==> src/rtl/multicycle_controller_pkg.sv <==
// Shared encodings for the multicycle datapath controller.
// Latency: n/a (constants, types and a decode helper only).
// Backpressure: n/a.
//
// Contents: opcode width and values, FSM state encoding, pc_src / alu_op codes.
package multicycle_controller_pkg;

    localparam int MC_OPCODE_WIDTH = 4;

    // Opcode values carried in the top bits of the instruction word.
    localparam logic [3:0] OP_ADD  = 4'h0;
    localparam logic [3:0] OP_ADDI = 4'h1;
    localparam logic [3:0] OP_LW   = 4'h2;
    localparam logic [3:0] OP_SW   = 4'h3;
    localparam logic [3:0] OP_BEQ  = 4'h4;
    localparam logic [3:0] OP_JMP  = 4'h5;
    localparam logic [3:0] OP_HALT = 4'hF;

    typedef enum logic [2:0] {
        S_FADDR = 3'd0,
        S_FWAIT = 3'd1,
        S_DEC   = 3'd2,
        S_EXEC  = 3'd3,
        S_MEM   = 3'd4,
        S_WB    = 3'd5,
        S_HALT  = 3'd6
    } state_t;

    // PC next-value select.
    localparam logic [1:0] PC_SRC_INC    = 2'b00;
    localparam logic [1:0] PC_SRC_BRANCH = 2'b01;
    localparam logic [1:0] PC_SRC_JUMP   = 2'b10;

    // ALU operation select.
    localparam logic [1:0] ALU_ADD    = 2'b00;
    localparam logic [1:0] ALU_SUB    = 2'b01;
    localparam logic [1:0] ALU_PASS_B = 2'b10;

    // Opcodes that continue from decode into the execute state.
    function automatic logic op_needs_exec(input logic [3:0] op);
        return (op == OP_ADD) || (op == OP_ADDI) || (op == OP_LW) ||
               (op == OP_SW)  || (op == OP_BEQ);
    endfunction

endpackage

==> src/rtl/multicycle_controller_mem_wait_timer.sv <==
// Memory wait timer: counts mem_ready-low cycles while the controller waits on memory.
// Latency: o_expired is combinational in the cycle the count reaches MEM_TIMEOUT.
// Backpressure: none; observes mem_ready only.
//
// Compiled only with MULTICYCLE_CTRL_MEM_TIMEOUT_EN defined (the feature it implements).
// Ports: i_clk, i_reset (sync, active-high), i_waiting (controller in a memory wait
// state), i_mem_ready, o_expired (wait exhausted, mem_ready still low).
`ifdef MULTICYCLE_CTRL_MEM_TIMEOUT_EN
module multicycle_controller_mem_wait_timer #(
    parameter logic [7:0] MEM_TIMEOUT = 8'd255
) (
    input  logic i_clk,
    input  logic i_reset,
    input  logic i_waiting,
    input  logic i_mem_ready,
    output logic o_expired
);

    logic [7:0] r_count;

    // Held at zero outside the wait states, so every entry into a wait starts at 0.
    always_ff @(posedge i_clk) begin
        if (i_reset || !i_waiting) begin
            r_count <= 8'd0;
        end else if (!i_mem_ready && (r_count != MEM_TIMEOUT)) begin
            r_count <= r_count + 8'd1;
        end
    end

    assign o_expired = i_waiting & ~i_mem_ready & (r_count == MEM_TIMEOUT);

endmodule
`endif

==> src/rtl/multicycle_controller.sv <==
// Moore control FSM sequencing fetch/decode/execute/memory/writeback for the multicycle datapath.
// Latency: JMP 3, BEQ 4, ADD/ADDI/SW 5, LW 6 cycles, +1 per mem_ready-low cycle.
// Backpressure: mem_req held until mem_ready; the FSM stalls in the wait state meanwhile.
//
// Ports: i_clk, i_reset (sync, active-high), i_opcode (from IR), i_alu_zero, i_mem_ready;
// o_* datapath enables/selects, o_mem_req/o_mem_we, o_halted, o_bus_error.
// Optional feature: define MULTICYCLE_CTRL_MEM_TIMEOUT_EN to halt with a sticky bus_error
// when a memory wait exceeds MEM_TIMEOUT cycles; otherwise waits forever, bus_error = 0.
module multicycle_controller
    import multicycle_controller_pkg::*;
#(
    parameter int OPCODE_WIDTH = MC_OPCODE_WIDTH
`ifdef MULTICYCLE_CTRL_MEM_TIMEOUT_EN
    ,
    parameter logic [7:0] MEM_TIMEOUT = 8'd255
`endif
) (
    input  logic                    i_clk,
    input  logic                    i_reset,
    input  logic [OPCODE_WIDTH-1:0] i_opcode,
    input  logic                    i_alu_zero,
    input  logic                    i_mem_ready,
    output logic                    o_ir_write,
    output logic                    o_mar_write,
    output logic                    o_mar_src,
    output logic                    o_mdr_write,
    output logic                    o_ab_write,
    output logic                    o_pc_write,
    output logic [1:0]              o_pc_src,
    output logic [1:0]              o_alu_op,
    output logic                    o_alu_src_b,
    output logic                    o_mem_req,
    output logic                    o_mem_we,
    output logic                    o_reg_write,
    output logic                    o_wb_src,
    output logic                    o_halted,
    output logic                    o_bus_error
);

    state_t r_state;
    state_t w_next;

    logic       w_timeout;
    logic       w_bus_error;
    logic [3:0] w_op;

    logic       w_ir_write, w_mar_write, w_mar_src, w_mdr_write, w_ab_write;
    logic       w_pc_write, w_alu_src_b, w_mem_req, w_mem_we, w_reg_write;
    logic       w_wb_src, w_halted;
    logic [1:0] w_pc_src, w_alu_op;

    // Opcode constants are 4 bits; an all-ones opcode of any width still decodes as HALT.
    assign w_op = (i_opcode == {OPCODE_WIDTH{1'b1}}) ? OP_HALT : 4'(i_opcode);

`ifdef MULTICYCLE_CTRL_MEM_TIMEOUT_EN
    logic r_bus_error;

    multicycle_controller_mem_wait_timer #(
        .MEM_TIMEOUT (MEM_TIMEOUT)
    ) u_mem_wait_timer (
        .i_clk       (i_clk),
        .i_reset     (i_reset),
        .i_waiting   ((r_state == S_FWAIT) || (r_state == S_MEM)),
        .i_mem_ready (i_mem_ready),
        .o_expired   (w_timeout)
    );

    always_ff @(posedge i_clk) begin
        if (i_reset) begin
            r_bus_error <= 1'b0;
        end else if (w_timeout) begin
            r_bus_error <= 1'b1;
        end
    end

    assign w_bus_error = r_bus_error;
`else
    assign w_timeout   = 1'b0;
    assign w_bus_error = 1'b0;
`endif

    always_ff @(posedge i_clk) begin
        if (i_reset) begin
            r_state <= S_FADDR;
        end else begin
            r_state <= w_next;
        end
    end

    always_comb begin
        w_next      = r_state;
        w_ir_write  = 1'b0;
        w_mar_write = 1'b0;
        w_mar_src   = 1'b0;
        w_mdr_write = 1'b0;
        w_ab_write  = 1'b0;
        w_pc_write  = 1'b0;
        w_pc_src    = PC_SRC_INC;
        w_alu_op    = ALU_ADD;
        w_alu_src_b = 1'b0;
        w_mem_req   = 1'b0;
        w_mem_we    = 1'b0;
        w_reg_write = 1'b0;
        w_wb_src    = 1'b0;
        w_halted    = 1'b0;

        case (r_state)
            S_FADDR: begin
                w_mar_write = 1'b1;
                w_next      = S_FWAIT;
            end

            S_FWAIT: begin
                w_mem_req = 1'b1;
                if (w_timeout) begin
                    w_next = S_HALT;
                end else if (i_mem_ready) begin
                    w_ir_write = 1'b1;
                    w_pc_write = 1'b1;
                    w_next     = S_DEC;
                end
            end

            S_DEC: begin
                w_ab_write = 1'b1;
                if (op_needs_exec(w_op)) begin
                    w_next = S_EXEC;
                end else if (w_op == OP_JMP) begin
                    w_pc_write = 1'b1;
                    w_pc_src   = PC_SRC_JUMP;
                    w_next     = S_FADDR;
                end else if (w_op == OP_HALT) begin
                    w_next = S_HALT;
                end else begin
                    w_next = S_FADDR;
                end
            end

            S_EXEC: begin
                w_next = S_FADDR;
                case (w_op)
                    OP_ADD:  w_next = S_WB;
                    OP_ADDI: begin
                        w_alu_src_b = 1'b1;
                        w_next      = S_WB;
                    end
                    OP_LW, OP_SW: begin
                        w_alu_src_b = 1'b1;
                        w_mar_write = 1'b1;
                        w_mar_src   = 1'b1;
                        w_next      = S_MEM;
                    end
                    OP_BEQ: begin
                        w_alu_op   = ALU_SUB;
                        w_pc_write = i_alu_zero;
                        w_pc_src   = PC_SRC_BRANCH;
                    end
                    default: w_next = S_FADDR;
                endcase
            end

            S_MEM: begin
                w_mem_req = 1'b1;
                w_mem_we  = (w_op == OP_SW);
                if (w_timeout) begin
                    w_next = S_HALT;
                end else if (i_mem_ready) begin
                    if (w_op == OP_LW) begin
                        w_mdr_write = 1'b1;
                        w_next      = S_WB;
                    end else begin
                        w_next = S_FADDR;
                    end
                end
            end

            S_WB: begin
                w_reg_write = 1'b1;
                w_wb_src    = (w_op == OP_LW);
                w_next      = S_FADDR;
            end

            S_HALT: begin
                w_halted = 1'b1;
            end

            default: w_next = S_FADDR;
        endcase
    end

    // While reset is asserted every output is forced low, so a wait in progress
    // drops mem_req immediately and the abandoned transaction is never completed.
    assign o_ir_write  = ~i_reset & w_ir_write;
    assign o_mar_write = ~i_reset & w_mar_write;
    assign o_mar_src   = ~i_reset & w_mar_src;
    assign o_mdr_write = ~i_reset & w_mdr_write;
    assign o_ab_write  = ~i_reset & w_ab_write;
    assign o_pc_write  = ~i_reset & w_pc_write;
    assign o_pc_src    = {2{~i_reset}} & w_pc_src;
    assign o_alu_op    = {2{~i_reset}} & w_alu_op;
    assign o_alu_src_b = ~i_reset & w_alu_src_b;
    assign o_mem_req   = ~i_reset & w_mem_req;
    assign o_mem_we    = ~i_reset & w_mem_we;
    assign o_reg_write = ~i_reset & w_reg_write;
    assign o_wb_src    = ~i_reset & w_wb_src;
    assign o_halted    = ~i_reset & w_halted;
    assign o_bus_error = ~i_reset & w_bus_error;

endmodule

==> config.mk <==
export PLATFORM = sky130hd
export DESIGN_NAME = multicycle_controller
export DESIGN_NICKNAME = d
export VERILOG_FILES = /design/src/rtl/multicycle_controller_pkg.sv /design/src/rtl/multicycle_controller_mem_wait_timer.sv /design/src/rtl/multicycle_controller.sv
export SDC_FILE = /design/constraint.sdc
export NUM_CORES = 1
export LEC_CHECK = 0
export CAP_MARGIN = 20
export CORE_UTILIZATION = 35
export DETAILED_ROUTE_END_ITERATION = 12
export PLACE_DENSITY = 0.84
export RECOVER_POWER = 25
export SLEW_MARGIN = 20
export SYNTH_ARGS = -nofsm -noshare
export SYNTH_HDL_FRONTEND = slang
export SYNTH_SLANG_ARGS = --single-unit
==> constraint.sdc <==
create_clock -name i_clk -period 1.6 [get_ports i_clk]
set_input_delay 0.16 -clock i_clk [delete_from_list [all_inputs] [get_ports i_clk]]
set_output_delay 0.16 -clock i_clk [all_outputs]
set_load 0.005 [all_outputs]
# [Yosys cells after proc, flatten, opt, wreduce, memory -nomap -nowiden]
# Index checks and enable logic that the tools add are counted.
[word_totals] register_bits=3 inputBits=8 out_inout_bits=17 wordCells=77
[classes] eq_ne=15 muxes=34 n_bitwise=16 n_reduce_logical=11
[ops] op="1-bit 2-to-1 mux" n=20
[ops] op="3-bit 2-to-1 mux" n=6
[ops] op="3-bit one-hot mux with 6 select lines" n=1
[ops] op="1-bit bitwise AND" n=12
[ops] op="3-bit equality test (second input constant)" n=3
[ops] op="4-bit by 2-bit equality test with 1-bit output (second input constant)" n=2
[ops] op="4-bit by 3-bit equality test with 1-bit output (second input constant)" n=2
[ops] op="4-bit equality test (second input constant)" n=2
[ops] op="3-bit by 2-bit equality test with 1-bit output (second input constant)" n=2
[ops] op="3-bit one-hot mux with 2 select lines" n=1
[ops] op="2-bit OR reduction" n=3
[ops] op="2-bit bitwise AND" n=2
[ops] op="4-bit by 1-bit equality test with 1-bit output (second input constant)" n=1
[ops] op="4-bit zero test" n=1
[ops] op="1-bit logical OR" n=4
[ops] op="2-bit 2-to-1 mux" n=2
[ops] op="4-bit 2-to-1 mux" n=1
[ops] op="2-bit != test (second input constant)" n=2
[ops] op="2-bit one-hot mux with 2 select lines" n=1
[ops] op="3-bit by 1-bit equality test with 1-bit output (second input constant)" n=1
[ops] op="3-bit zero test" n=1
[ops] op="1-bit one-hot mux with 3 select lines" n=1
[ops] op="3-bit AND reduction" n=1
[ops] op="3-bit OR reduction" n=1
[ops] op="other kinds (2)" n=3

# [Depth between registers and ports, before layout]
[logic_depth] word_depth=10 mapped_depth=5 mapped_depth_nobuf=4

# [Worst setup path after synthesis]
# OpenSTA, ideal clock, no wires.
[synth_timing] path_kind="register to output" startpoint="register r_state[2]" endpoint="output o_pc_src[0]" arrival_time_ps=1352 required_time_ps=1440 slack_ps=88 stages_incl_launch_ff=6 path_buffers=2 path_cell_list="dfxtp_1 > or2_2 > clkbuf_1 > or2_2 > nor2_1 > buf_4"
[synth_between] elab_chain_cells=3 elab_cells_between_ends=4 cone_classes="eq/ne: 2; mux: 1; bitwise: 1"
[synth_rtl] element="start: declaration" line="multicycle_controller.sv:40" source="state_t r_state;"
[synth_rtl] element="start signal: assignment" line="multicycle_controller.sv:86" source="r_state <= w_next;"
[synth_rtl] element="3-bit by 2-bit equality test with 1-bit output" line="multicycle_controller.sv:107" source="case (r_state)"
[synth_rtl] element="2-bit one-hot mux with 2 select lines (*)" line="multicycle_controller.sv:107"
[synth_rtl] element="2-bit bitwise AND (*)" line="multicycle_controller.sv:199" source="assign o_pc_src = {2{~i_reset}} & w_pc_src;"
[synth_rtl] element="end: declaration" line="multicycle_controller.sv:29" source="output logic [1:0] o_pc_src,"
# Mark *: on every way between the ends. The rest lies on a longest branch, timed or not.

# [Worst setup path after layout]
[layout_timing] startpoint="input i_opcode[2]" endpoint="output o_pc_write"
[layout_between] elab_chain_cells=10 elab_cells_between_ends=17 cone_classes="eq/ne: 6; mux: 5; bitwise: 1; reduce/logical: 5"
[layout_rtl] element="start: declaration" line="multicycle_controller.sv:20" source="input logic [OPCODE_WIDTH-1:0] i_opcode,"
[layout_rtl] element="4-bit equality test" line="multicycle_controller.sv:53" source="assign w_op = (i_opcode == {OPCODE_WIDTH{1'b1}}) ? OP_HALT : 4'(i_opcode);"
[layout_rtl] element="4-bit 2-to-1 mux (*)" line="multicycle_controller.sv:53"
[layout_rtl] element="4-bit by 1-bit equality test with 1-bit output or 4-bit zero test (tied branches)" line="multicycle_controller_pkg.sv:41" source="return (op == OP_ADD) || (op == OP_ADDI) || (op == OP_LW) ||"
[layout_rtl] element="1-bit logical OR (3 in a row)" line="multicycle_controller_pkg.sv:41"
[layout_rtl] element="1-bit logical OR" line="multicycle_controller_pkg.sv:42" source="(op == OP_SW) || (op == OP_BEQ);"
[layout_rtl] element="1-bit 2-to-1 mux" line="multicycle_controller.sv:126" source="if (op_needs_exec(w_op)) begin"
[layout_rtl] element="1-bit one-hot mux with 3 select lines (*)" line="multicycle_controller.sv:107"
[layout_rtl] element="1-bit bitwise AND (*)" line="multicycle_controller.sv:198" source="assign o_pc_write = ~i_reset & w_pc_write;"
[layout_rtl] element="end: declaration" line="multicycle_controller.sv:28" source="output logic o_pc_write,"
# Marked as above.

==> results.md <==
| Stage | Parameter | This run |
| --- | --- | --- |
| layout | Register containing the most flip-flops in the final layout | r_state |
| sta | Final Slew Violations | 0 |
| yosys | Ranking of synthesized cells by area | sky130_fd_sc_hd__dfxtp_1 (13%), sky130_fd_sc_hd__nor2_1 (13%), sky130_fd_sc_hd__buf_4 (4.9%) |
| yosys | Post-Syn Area per Cell | 6.63 µm² |
| worst hold path | Worst hold path type | input port to register |
| global route | Number of antenna violations at the first check in global routing | 0 |
| floorplanning | Die span in x | 38.4 µm |
| layout | Register area | 62.6 µm² |
| route | Overall routed net length | 1.65 mm |
| layout | Commonest cells after routing, fill and taps aside | sky130_fd_sc_hd__buf_4 (21), sky130_fd_sc_hd__nor2_1 (14), sky130_fd_sc_hd__clkbuf_2 (7), sky130_fd_sc_hd__dlygate4sd2_1 (7) |
| pwr | Pwr dens | 453 nW/µm² |
| yosys | Adder and majority gate portion of the synthesized area | 0 |
| global route | GRT Total Usage | 0.243 |
| cts | Reg clk slew, reported paths | 30 ps |
| yosys | Count of unique library cells instantiated by Yosys | 34 |
| yosys | Sequential fraction of the synthesis area | 0.129 |
| yosys | Xor and xnor area share after synthesis | 0.0189 |
| worst setup path | WP data required | 1440 ps |
| sta | RSZ-0062 raised after global routing | yes |
| sta | Maximum clock skew at final layout | 5.73 ps |
| worst setup path | Category of the worst setup path launch point | input port |
| pwr | Max IR drop VDD | 551 µV |
| yosys | Share of the synthesized area in compound gates (AO/OA/AOI/OAI) | 0.229 |
| route | Drt first pass iters | 4 |
| layout | Number of fillers in the final layout | 83 |
| status | Status | complete, no violations |
| cts | Clock buffer depth | 2 |
| worst setup path | Worst path arrival time | 1380 ps |
| global route | Maximum number of pins on one net before global-route repair | 14 |
| floorplanning | Ports | 25 |
| placement | Post-DP HPWL | 1.16 mm |
| layout | Fin nets | 120 |
| cts | Latest clock arrival within the worst-skew pair | 230 ps |
| cts | Clock tree sinks | 3 |
| cts | Clock tree from TritonCTS | yes |
| global route | Wire length of the first global-routing pass | 2.57 mm |
| layout | N_diodes | 0 |
| yosys | Number of cells produced by synthesis | 70 |
| sta | Final Hold Fails | 0 |
| route | Total vias in the final route | 654 |
| layout | Top flop regs | r_state: 3 flops |
| yosys | Basic-gate share of the synthesized area counting and, or, nand and nor cells | 0.509 |
| layout | Multi-input gate area in the final layout | 429 µm² |
| yosys | Synthesis-stage register bit count | 3 |
| layout | Final standard cell utilization of the core | 0.757 |
| floorplanning | Total die area | 1480 µm² |
| floorplanning | Initial standard-cell utilization of the core | 0.396 |
| sta | Share of the clock period used by the worst path | 0.960 |
| floorplanning | Standard-cell rows | 12 |
| cts | TritonCTS buffer count | 3 |
| route | Average routed wire per standard cell | 13.2 µm |
| cts | Depth of the CTS H-tree | 1 |
| yosys | Area fraction of the dominant cell type after synthesis | 0.129 |
| worst setup path | Critical Path Fanout Max | 4 |
| route | Vias per cell | 5.23 |
| route | Number of routed nets with antenna violations | 0 |
| pwr | Post-layout total power | 402 µW |
| layout | Max reg flops | 3 |
| yosys | Synth warnings | 0 |
| layout | Commonest non-fill, non-tap cell in the layout | sky130_fd_sc_hd__buf_4 |
| route | DRC violations left | 0 |
| sta | Final setup vio count | 0 |
| floorplanning | Floorplan Core Area | 1170 µm² |
| global route | Via count of the first global-routing pass | 612 |
| yosys | Portion of netlist area occupied by mux cells | 0 |
| layout | Area growth syn-to-layout | 91.1% |
| placement | Port Buf Inserts | 22 |
| yosys | Combinational family with the most area after synthesis | simple AND/OR/NAND/NOR gates |
| route | Starting DRC count in detailed routing | 7 |
| yosys | Post-synthesis instance area | 464 µm² |
| pwr | Leakage power total | 0.401 nW |
| cts | Cell chosen for the clock root | sky130_fd_sc_hd__clkbuf_4 |
| worst setup path | Critical path class | input port to output port |
| yosys | Proportion of register bits with asynchronous set or reset after synthesis | 0 |
| yosys | Library cell occupying the most area in the post-synthesis netlist | sky130_fd_sc_hd__dfxtp_1 |
| worst setup path | Worst Setup End Kind | output port |
| sta | Post-route minimum period | 1540 ps |
| yosys | Synth Flop Type | sky130_fd_sc_hd__dfxtp_1 |
| sta | Max Clock Freq | 0.651 GHz |
| floorplanning | Die extent in y | 38.4 µm |
| layout | Share of final-layout standard cells stronger than drive strength 1 | 0.459 |
| global route | Aggregate global routing overflow | 0 |
| placement | Gpl congestion | 0.825 |
| run | Max-capacitance violation count | 0 |
| yosys | EDFF count, synth | 0 |
[per-stage QoR]
stage,setup TNS (ps),instance area (µm²),setup slack [ps],hold WS (ps),std cells
CTS,0,877,0.932,564,125
floorplan,0,468,88.0,226,71
global placement,-5320,815,-611,607,119
detailed placement,-5650,815,-649,623,119
global route,-8.01,887,-8.01,458,125
finish,0,887,64.4,413,125
[critical path, cell delays in order]
cell,delay (ps)
sky130_fd_sc_hd__clkdlybuf4s15_1,220
sky130_fd_sc_hd__or4b_4,490
sky130_fd_sc_hd__o221a_4,300
sky130_fd_sc_hd__nor3_2,80
sky130_fd_sc_hd__buf_2,120
[layer usage]
metal | global-route usage | vias up | part of all wire
met1 | 0.259 | 300 | 0.43
met2 | 0.492 | 23 | 0.52
met4 | 0.0431 | 0 | 0.010
li1 | - | 329 | -
met5 | 0 | - | 0
met3 | 0.0407 | 2 | 0.039
[kinds of logic after synthesis]
| logic type | after synthesis |
|---|---|
| AND/OR/NAND/NOR | 42 |
| AO/OA/AOI/OAI | 14 |
| buffers and inverters | 9 |
| flip-flops | 3 |
| XOR/XNOR | 1 |
| other | 1 |
[power breakdown]
part           switching [mW]  leakage (nW)  internal, mW  total, mW
clock                  0.0387        0.0150        0.0934      0.132
sequential            0.00844        0.0252        0.0811     0.0896
combinational          0.0824         0.361        0.0979      0.180
total                   0.129         0.401         0.272      0.402
[layout make-up]
class | count | area share
tap | 14 | 0.0197
sequential | 3 | 0.0705
clock buffer | 4 | 0.0296
multi-input combinational | 59 | 0.484
timing repair buffer | 45 | 0.396
[path summary, 6_finish.rpt]
check             cells after the start                 endpoint  slack, ps                    start
setup / recovery                      5               o_pc_write         60              i_opcode[2]
hold / removal                        4  r_state[2]$_SDFFE_PP0P_        410              i_opcode[1]
setup reg to reg                      5  r_state[0]$_SDFFE_PP0P_        210  r_state[1]$_SDFFE_PP0P_
hold reg to reg                       2  r_state[0]$_SDFFE_PP0P_        630  r_state[2]$_SDFFE_PP0P_
[synthesized netlist by cell type, types with 2 or more instances]
| cell | count |
|---|---|
| sky130_fd_sc_hd__nand2b_1 | 3 |
| sky130_fd_sc_hd__buf_4 | 3 |
| sky130_fd_sc_hd__nor3_1 | 4 |
| sky130_fd_sc_hd__a21oi_1 | 2 |
| sky130_fd_sc_hd__nor4_1 | 2 |
| sky130_fd_sc_hd__clkbuf_1 | 2 |
| sky130_fd_sc_hd__o21ai_0 | 4 |
| sky130_fd_sc_hd__nand3b_1 | 2 |
| sky130_fd_sc_hd__buf_2 | 3 |
| sky130_fd_sc_hd__nand2_1 | 3 |
| sky130_fd_sc_hd__nor2_1 | 16 |
| sky130_fd_sc_hd__or2_2 | 2 |
| sky130_fd_sc_hd__dfxtp_1 | 3 |
[timing repair]
item	CTS	global route
buffers inserted	2	0
setup endpoints to repair	17	11
pin swaps	2	2
hold buffers	0	0
endpoints found under the hold margin	0	0
gates resized for setup	32	24
Note: power is estimated with default switching activity, not from simulation.
